===== src/rtl/reg_arb8to1_if.sv =====
// rtl/reg_arb8to1_if.sv - handshake bundle between eight producers, the collector and the shared sink
interface reg_arb8to1_if #(
    parameter int DATA_BITS = 8
);
    logic [7:0]             in_valid;
    logic [8*DATA_BITS-1:0] in_data;
    logic [7:0]             in_ready;
    logic                   out_valid;
    logic [DATA_BITS-1:0]   out_data;
    logic [2:0]             out_src;
    logic                   out_ready;

    // Environment side: producers and sink.
    modport master (
        output in_valid, in_data, out_ready,
        input  in_ready, out_valid, out_data, out_src
    );

    // Collector side.
    modport slave (
        input  in_valid, in_data, out_ready,
        output in_ready, out_valid, out_data, out_src
    );
endinterface


===== src/rtl/reg_arb8to1.sv =====
// rtl/reg_arb8to1.sv - eight-source round-robin collector with a one-entry registered output
module reg_arb8to1 #(
    parameter int DATA_BITS = 8
) (
    input  logic         clk,
    input  logic         reset_n,
    reg_arb8to1_if.slave bus
);
    logic                 out_valid_q, out_valid_d;
    logic [DATA_BITS-1:0] out_data_q,  out_data_d;
    logic [2:0]           out_src_q,   out_src_d;
    logic [2:0]           last_grant_q, last_grant_d;

    logic       can_accept;
    logic       found;
    logic [2:0] winner;
    logic [2:0] idx;
    logic [7:0] grant;
    logic       accept;
    logic       drain;

    assign can_accept = !out_valid_q || bus.out_ready;
    assign drain      = out_valid_q && bus.out_ready;

    // Search starts one past the last winner; offset 8 wraps back to last_grant itself.
    always_comb begin
        found  = 1'b0;
        winner = 3'd0;
        idx    = 3'd0;
        for (int k = 1; k <= 8; k++) begin
            idx = last_grant_q + k[2:0];
            if (!found && bus.in_valid[idx]) begin
                found  = 1'b1;
                winner = idx;
            end
        end
    end

    // Gated by reset_n so in_ready drops the instant reset asserts.
    always_comb begin
        grant = 8'd0;
        if (reset_n && found && can_accept) begin
            grant[winner] = 1'b1;
        end
    end

    assign accept = |grant;

    always_comb begin
        out_valid_d  = out_valid_q;
        out_data_d   = out_data_q;
        out_src_d    = out_src_q;
        last_grant_d = last_grant_q;
        if (accept) begin
            out_valid_d  = 1'b1;
            out_data_d   = bus.in_data[winner*DATA_BITS +: DATA_BITS];
            out_src_d    = winner;
            last_grant_d = winner;
        end else if (drain) begin
            out_valid_d  = 1'b0;
        end
    end

    always_ff @(posedge clk or negedge reset_n) begin
        if (!reset_n) begin
            out_valid_q  <= 1'b0;
            out_data_q   <= '0;
            out_src_q    <= 3'd0;
            last_grant_q <= 3'd7;
        end else begin
            out_valid_q  <= out_valid_d;
            out_data_q   <= out_data_d;
            out_src_q    <= out_src_d;
            last_grant_q <= last_grant_d;
        end
    end

    assign bus.in_ready  = grant;
    assign bus.out_valid = out_valid_q;
    assign bus.out_data  = out_data_q;
    assign bus.out_src   = out_src_q;
endmodule


===== src/flat_wrapper.sv =====
// flat-port wrapper written by rule: the top's interface ports become plain ports
module reg_arb8to1_flat 
#(
    parameter int DATA_BITS = 8
)
  (clk, reset_n, bus_in_valid, bus_in_data, bus_out_ready, bus_in_ready, bus_out_valid, bus_out_data, bus_out_src);
  reg_arb8to1_if #(.DATA_BITS(DATA_BITS)) bus_i ();
  input  logic clk;
  input  logic reset_n;
  input wire logic [$bits(bus_i.in_valid)-1:0] bus_in_valid;
  input wire logic [$bits(bus_i.in_data)-1:0] bus_in_data;
  input wire logic [$bits(bus_i.out_ready)-1:0] bus_out_ready;
  output wire logic [$bits(bus_i.in_ready)-1:0] bus_in_ready;
  output wire logic [$bits(bus_i.out_valid)-1:0] bus_out_valid;
  output wire logic [$bits(bus_i.out_data)-1:0] bus_out_data;
  output wire logic [$bits(bus_i.out_src)-1:0] bus_out_src;
  assign bus_i.in_valid = bus_in_valid;
  assign bus_i.in_data = bus_in_data;
  assign bus_i.out_ready = bus_out_ready;
  assign bus_in_ready = bus_i.in_ready;
  assign bus_out_valid = bus_i.out_valid;
  assign bus_out_data = bus_i.out_data;
  assign bus_out_src = bus_i.out_src;
  reg_arb8to1 #(.DATA_BITS(DATA_BITS)) u_core (.clk(clk), .reset_n(reset_n), .bus(bus_i));
endmodule

===== config.mk =====
export PLATFORM = sky130hd
export DESIGN_NAME = reg_arb8to1_flat
export DESIGN_NICKNAME = d
export VERILOG_FILES = /design/src/rtl/reg_arb8to1_if.sv /design/src/rtl/reg_arb8to1.sv /design/src/flat_wrapper.sv
export SDC_FILE = /design/constraint.sdc
export NUM_CORES = 1
export LEC_CHECK = 0
export CAP_MARGIN = 40
export CORE_AREA = 4 4 78 80
export DETAILED_ROUTE_END_ITERATION = 8
export DIE_AREA = 0 0 82 84
export HOLD_SLACK_MARGIN = 0.03
export PLACE_DENSITY = 0.75
export SYNTH_ARGS = -nofsm -noshare
export SYNTH_HDL_FRONTEND = slang
export SYNTH_SLANG_ARGS = --single-unit

===== constraint.sdc =====
create_clock -name clk -period 3.7 [get_ports clk]
set_input_delay 0.37 -clock clk [delete_from_list [all_inputs] [get_ports clk]]
set_output_delay 0.37 -clock clk [all_outputs]
set_load 0.05 [all_outputs]

==> results of run 1 <==
==> routing by layer <==
metal | GRT usage [%] | routed length (um) | vias to the layer above
met3 | 5.292 | 561 | 6
met4 | 4.834 | 84 | 0
met5 | 0 | 0 | -
li1 | - | - | 926
met2 | 32.18 | 3236 | 83
met1 | 19.95 | 2219 | 947
==> cell families after synthesis <==
kind of cell	synth area share (%)
AO/OA/AOI/OAI	13.72
XOR/XNOR	2.190
adder cells (fa/ha/maj)	1.288
buffers and inverters	6.116
flip-flops	19.51
multiplexers	45.72
AND/OR/NAND/NOR	11.46
==> sequential cells by signal (all words and copies together) (netlist names) <==
register              cells
u_core.bus.out_data       8
u_core.bus.out_src        3
u_core.bus.out_valid      1
u_core.last_grant_q       3
==> critical path, stage by stage (launching register included) <==
cell and delay, ns:
dfstp_2 0.59, inv_6 0.05, ha_4 0.30, mux4_2 0.34, mux2_4 0.33, mux2i_1 0.20, o21ai_1 0.10, a221oi_2 0.32
o32ai_4 0.15, or2_4 0.28, nor3_4 0.18, buf_6 0.18
==> repair_timing <==
item                       CTS  global route
setup endpoints to repair    7            16
gates resized for setup      8             9
setup buffers                7             8
pin swaps                    2             3
==> synthesized netlist by cell type (3+ instances only) <==
cell type,n
nand2_1,19
mux4_2,17
dfrtp_1,12
mux2i_1,12
a21oi_1,11
mux4_1,9
nor2_1,9
o21ai_1,9
mux2_2,8
inv_1,6
buf_2,4
clkbuf_1,4
a21o_1,3
buf_6,3
dfstp_2,3
nand2b_1,3
nand3_1,3
nor2b_1,3
==> layout make-up <==
type	instances	area [um^2]	area share, %
sequential	15	379.1	11.32
inverter	7	36.28	1.083
multi-input combinational	141	1609	48.04
tap	72	90.09	2.690
timing repair buffer	124	1190	35.52
clock buffer	4	45.04	1.345
==> worst max-delay path by stage <==
stage	start	end	slack [ns]
after floorplan	u_core.last_grant_q[1]$_DFFE_PN1P_	bus_in_ready[5]	-0.03
after global placement	bus_in_valid[2]	bus_in_ready[5]	0.08
after detailed placement	bus_in_valid[5]	bus_in_ready[5]	-0.005
after CTS	u_core.last_grant_q[1]$_DFFE_PN1P_	bus_in_ready[5]	0.002
after global routing	u_core.last_grant_q[1]$_DFFE_PN1P_	bus_in_ready[5]	-0.06
final	u_core.last_grant_q[1]$_DFFE_PN1P_	bus_in_ready[5]	0.05
==> placed cells by master (no fill, tap or decap), types with 4 or more instances in the layout <==
master	n
nor2_1	4
buf_6	5
dfrtp_1	12
mux2_2	6
clkdlybuf4s50_1	86
inv_1	5
mux4_2	19
a21oi_1	11
mux4_1	7
mux2i_1	11
buf_4	31
nand2_1	19
o21ai_1	10
==> stage by stage <==
stage | util [%] | setup TNS (ns) | setup WS, ns | hold slack [ns] | std cells
floorplan | - | -0.03785 | -0.02837 | 0.07441 | 178
global placement | 57.43 | 0 | 0.07601 | 0.4692 | 344
detailed placement | 57.43 | -0.004991 | -0.004991 | 0.4780 | 344
CTS | 60.07 | 0 | 0.002128 | 0.4839 | 355
global route | 61.97 | -0.1735 | -0.06452 | 0.4925 | 363
finish | 61.97 | 0 | 0.05452 | 0.4743 | 363
==> reports/metrics.cfg, run 1 <==
[timing]
slew_headroom_pct=64.11
max_freq_ghz=0.2743
final.min_clock_period_ns=3.645
hold_viol_final=0
setup_viol_count_final=0
rsz0062_at_grt=true
tightestPinTransition_ns=0.5367
clock_skew_ns=0.003810
fin_crit_sh_pct=98.53
finalMaxSlewViolations=0

[route]
wl_mm=6.101
drt-initial-drc-count=155
remaining_drc_errors=0
drtAntennaViolNets=0
vias_per_cell=5.405
routed-via-count=1962
drt_pass1_iterations=4
wire_per_inst_um=16.81

[clock_tree]
cts_tree=built
cts_sinks=15
cts_buffer_depth=2
postCtsHoldBufs=0
numCtsBuffers=3
clk_pin_slew_worst_paths_ns=0.06
htree_num_levels=1
insertion_delay_ns=0.25
clock-root-buffer=clkbuf_8

[finish]
layout-drive-gt1-share_pct=34.71
design_area_mm2=0.003349
antenna_cells=0
area_growth_pct=72.38
finalNetCount=369
fillers=450

[yosys]
synthFlopType=dfrtp_1
syn_inst=178
yosys.area.top_type=mux4_2
syn-num-nets=255
yosysSeqAreaShare_pct=19.51
synth_top_cell_area_share_pct=19.70
netlist_top_cells_area=mux4_2 (20%), dfrtp_1 (15%), mux4_1 (12%)
ys_seq_elements=15
synth_cell_types=49
syn_area_mm2=0.001943
syn_avg_cell_area_um2=10.92
synth-edff-count=0
ys_warn_count=0
async_flop_share_pct=100.0

[setup_path]
start_kind=register
required_ns=3.33
cp_data_arrival_time_ns=3.28
rr_endpoint=u_core.bus.out_data[3]$_DFFE_PN0P_
reg2reg_depth=12
ff2ff_setup_slack_ns=0.16
path_max_fanout=5
end_kind=output port
path_class=register to output port
rr_startpoint=u_core.last_grant_q[1]$_DFFE_PN1P_

[floorplanning]
core_area_mm2=0.005405
fp.dieH_um=84
rows=27
dieArea_mm2=0.006888
die_x_um=82
ios=95
initial_core_util_pct=35.95

[global_route]
grt_pass1_wl_mm=9.591
grt_overflow=0
gr-usage-all-layers_pct=17.90
grt_pass1_vias=2085
antenna_found_initial=0
grt_max_degree=17

[place]
placed_area_mm2=0.003104
hpwlAfterDp_mm=4.935
port_buffers=94
gp_congestion=0.9081

[flow_run]
drv_cap=0

[status]
status=finished clean

[worst_hold_path]
hold_path.class=primary input to async pin

Power of run 1 is left out: the tool's default activity adds up to more than one toggle a clock period on the data nets, which glitch-free logic cannot reach.
==> inputs of run 2 (changes only) <==
--- a/config.mk
+++ b/config.mk
@@ -9,8 +9,10 @@
 export CORE_AREA = 4 4 78 80
 export DETAILED_ROUTE_END_ITERATION = 8
 export DIE_AREA = 0 0 82 84
+export GPL_TIMING_DRIVEN = 0
 export HOLD_SLACK_MARGIN = 0.03
 export PLACE_DENSITY = 0.75
+export REMOVE_ABC_BUFFERS = 1
 export SYNTH_ARGS = -nofsm -noshare
 export SYNTH_HDL_FRONTEND = slang
 export SYNTH_SLANG_ARGS = --single-unit
==> reports/metrics.cfg, run 2 (same netlist as run 1, synthesis figures left out) <==
[clock_tree]
numCtsBuffers=3
clk_pin_slew_worst_paths_ns=0.06
clock-root-buffer=clkbuf_8
cts_tree=built
insertion_delay_ns=0.25
cts_sinks=15
htree_num_levels=1
cts_buffer_depth=2
postCtsHoldBufs=0

[timing]
fin_crit_sh_pct=103.2
setup_ws_ns=-0.1187
hold_slack_ns=0.4936
rsz0062_at_grt=true
final.min_clock_period_ns=3.819
finalMaxSlewViolations=0
setup_viol_count_final=9
tightestPinTransition_ns=0.7296
hold_viol_final=0
clock_skew_ns=0.003670
slew_headroom_pct=51.21
max_freq_ghz=0.2619

[finish]
antenna_cells=0
area_growth_pct=86.16
final_common_cell=clkdlybuf4s50_1
layout_common_cells=clkdlybuf4s50_1 (86), buf_4 (34), mux4_2 (19)
finalNetCount=383
fillers=377
largest_reg_flops=8
layout-drive-gt1-share_pct=41.31

[setup_path]
path_class=register to output port
required_ns=3.33
cp_num_buf_inv=2
end_kind=output port
path_cells=clkinvlp_4 > ha_4 > mux4_2 > mux2_4 > mux2i_4 > a211oi_1 > a221oi_4 > o32ai_4 > or2_4 > nor3_4 > buf_6
cp_slowest_cell=dfstp_4
cpPeakStageDelay_ns=0.65
path_max_fanout=4
start_kind=register
cp_top_family=multiplexers
cp_data_arrival_time_ns=3.45

[place]
post-place-ws_ns=-1.712
gp_congestion=0.9093
hpwlAfterDp_mm=4.708
port_buffers=94

[route]
drt_pass1_iterations=4
wire_per_inst_um=19.94
wl_mm=7.517
remaining_drc_errors=0
drtAntennaViolNets=0
routed-via-count=2147
drt-initial-drc-count=146
vias_per_cell=5.695

[global_route]
grt_max_degree=20
grt_overflow=0
grt_pass1_wl_mm=10.82
gr-usage-all-layers_pct=20.56
grt_pass1_vias=2207
antenna_found_initial=0

[status]
status=finished with violations
violations=negative setup slack

[floorplanning]
fp.dieH_um=84
initial_core_util_pct=35.95
core_area_mm2=0.005405
die_x_um=82
rows=27
ios=95
dieArea_mm2=0.006888

[worst_hold_path]
hold_path.class=register to register

[flow_run]
drv_cap=0

run 2: cell count changes in the layout (fill, tap and decap cells not counted), sizes merged:
cell | before | now
buf | 38 | 51
a32o | 1 | 2
clkbuf | 4 | 3
clkinv | 1 | 2
clkinvlp | 0 | 1
inv | 6 | 5
run 2: metrics by stage:
stage	TNS (ns)	util (%)	instances	area (um^2)
floorplan	-7.116	-	163	1851
global placement	-25.84	53.31	329	2882
detailed placement	-17.22	54.17	332	2928
CTS	-0.3203	63.10	365	3411
global route	-1.515	66.92	377	3617
finish	-0.5667	66.92	377	3617
run 2: path summary, 6_finish.rpt:
path,start,end,slack [ns],cells after the start
setup / recovery,u_core.last_grant_q[1]$_DFFE_PN1P_,bus_in_ready[5],-0.12,11
hold / removal,u_core.bus.out_data[2]$_DFFE_PN0P_,u_core.bus.out_data[2]$_DFFE_PN0P_,0.49,2
setup reg to reg,u_core.last_grant_q[1]$_DFFE_PN1P_,u_core.bus.out_data[0]$_DFFE_PN0P_,-0.01,13
hold reg to reg,u_core.bus.out_data[2]$_DFFE_PN0P_,u_core.bus.out_data[2]$_DFFE_PN0P_,0.49,2
max in group asynchronous,reset_n,u_core.bus.out_data[7]$_DFFE_PN0P_,2.68,1
min in group asynchronous,reset_n,u_core.bus.out_src[1]$_DFFE_PN0P_,0.56,1
run 2: worst min-delay path: stages (launching register included):
cell and delay, ns:
dfrtp_1 0.35, nand2_1 0.05, o21ai_1 0.06
run 2: repair_timing:
action	CTS	global route
setup buffers	28	13
gates resized for setup	104	29
pin swaps	11	15
gates cloned	1	0
endpoints found under the setup margin	22	14
run 2: cell type report:
class | instances | area [um^2] | area share [%]
Clock buffer | 3 | 41.29 | 1.141
Clock inverter | 1 | 5.005 | 0.1384
Sequential cell | 15 | 382.9 | 10.58
Inverter | 7 | 35.03 | 0.9685
Tap cell | 72 | 90.09 | 2.490
Timing Repair Buffer | 137 | 1344 | 37.15
Multi-Input combinational cell | 142 | 1719 | 47.53
run 2: routing by layer:
layer / vias up / GRT usage, % / part of all wire [%]
li1: 961 / - / -
met1: 1046 / 23.66 / 36
met2: 120 / 36.22 / 53
met3: 20 / 5.292 / 8.2
met4: 0 / 6.647 / 2.8
met5: - / 0 / 0
Power of run 2 is left out for the same reason.
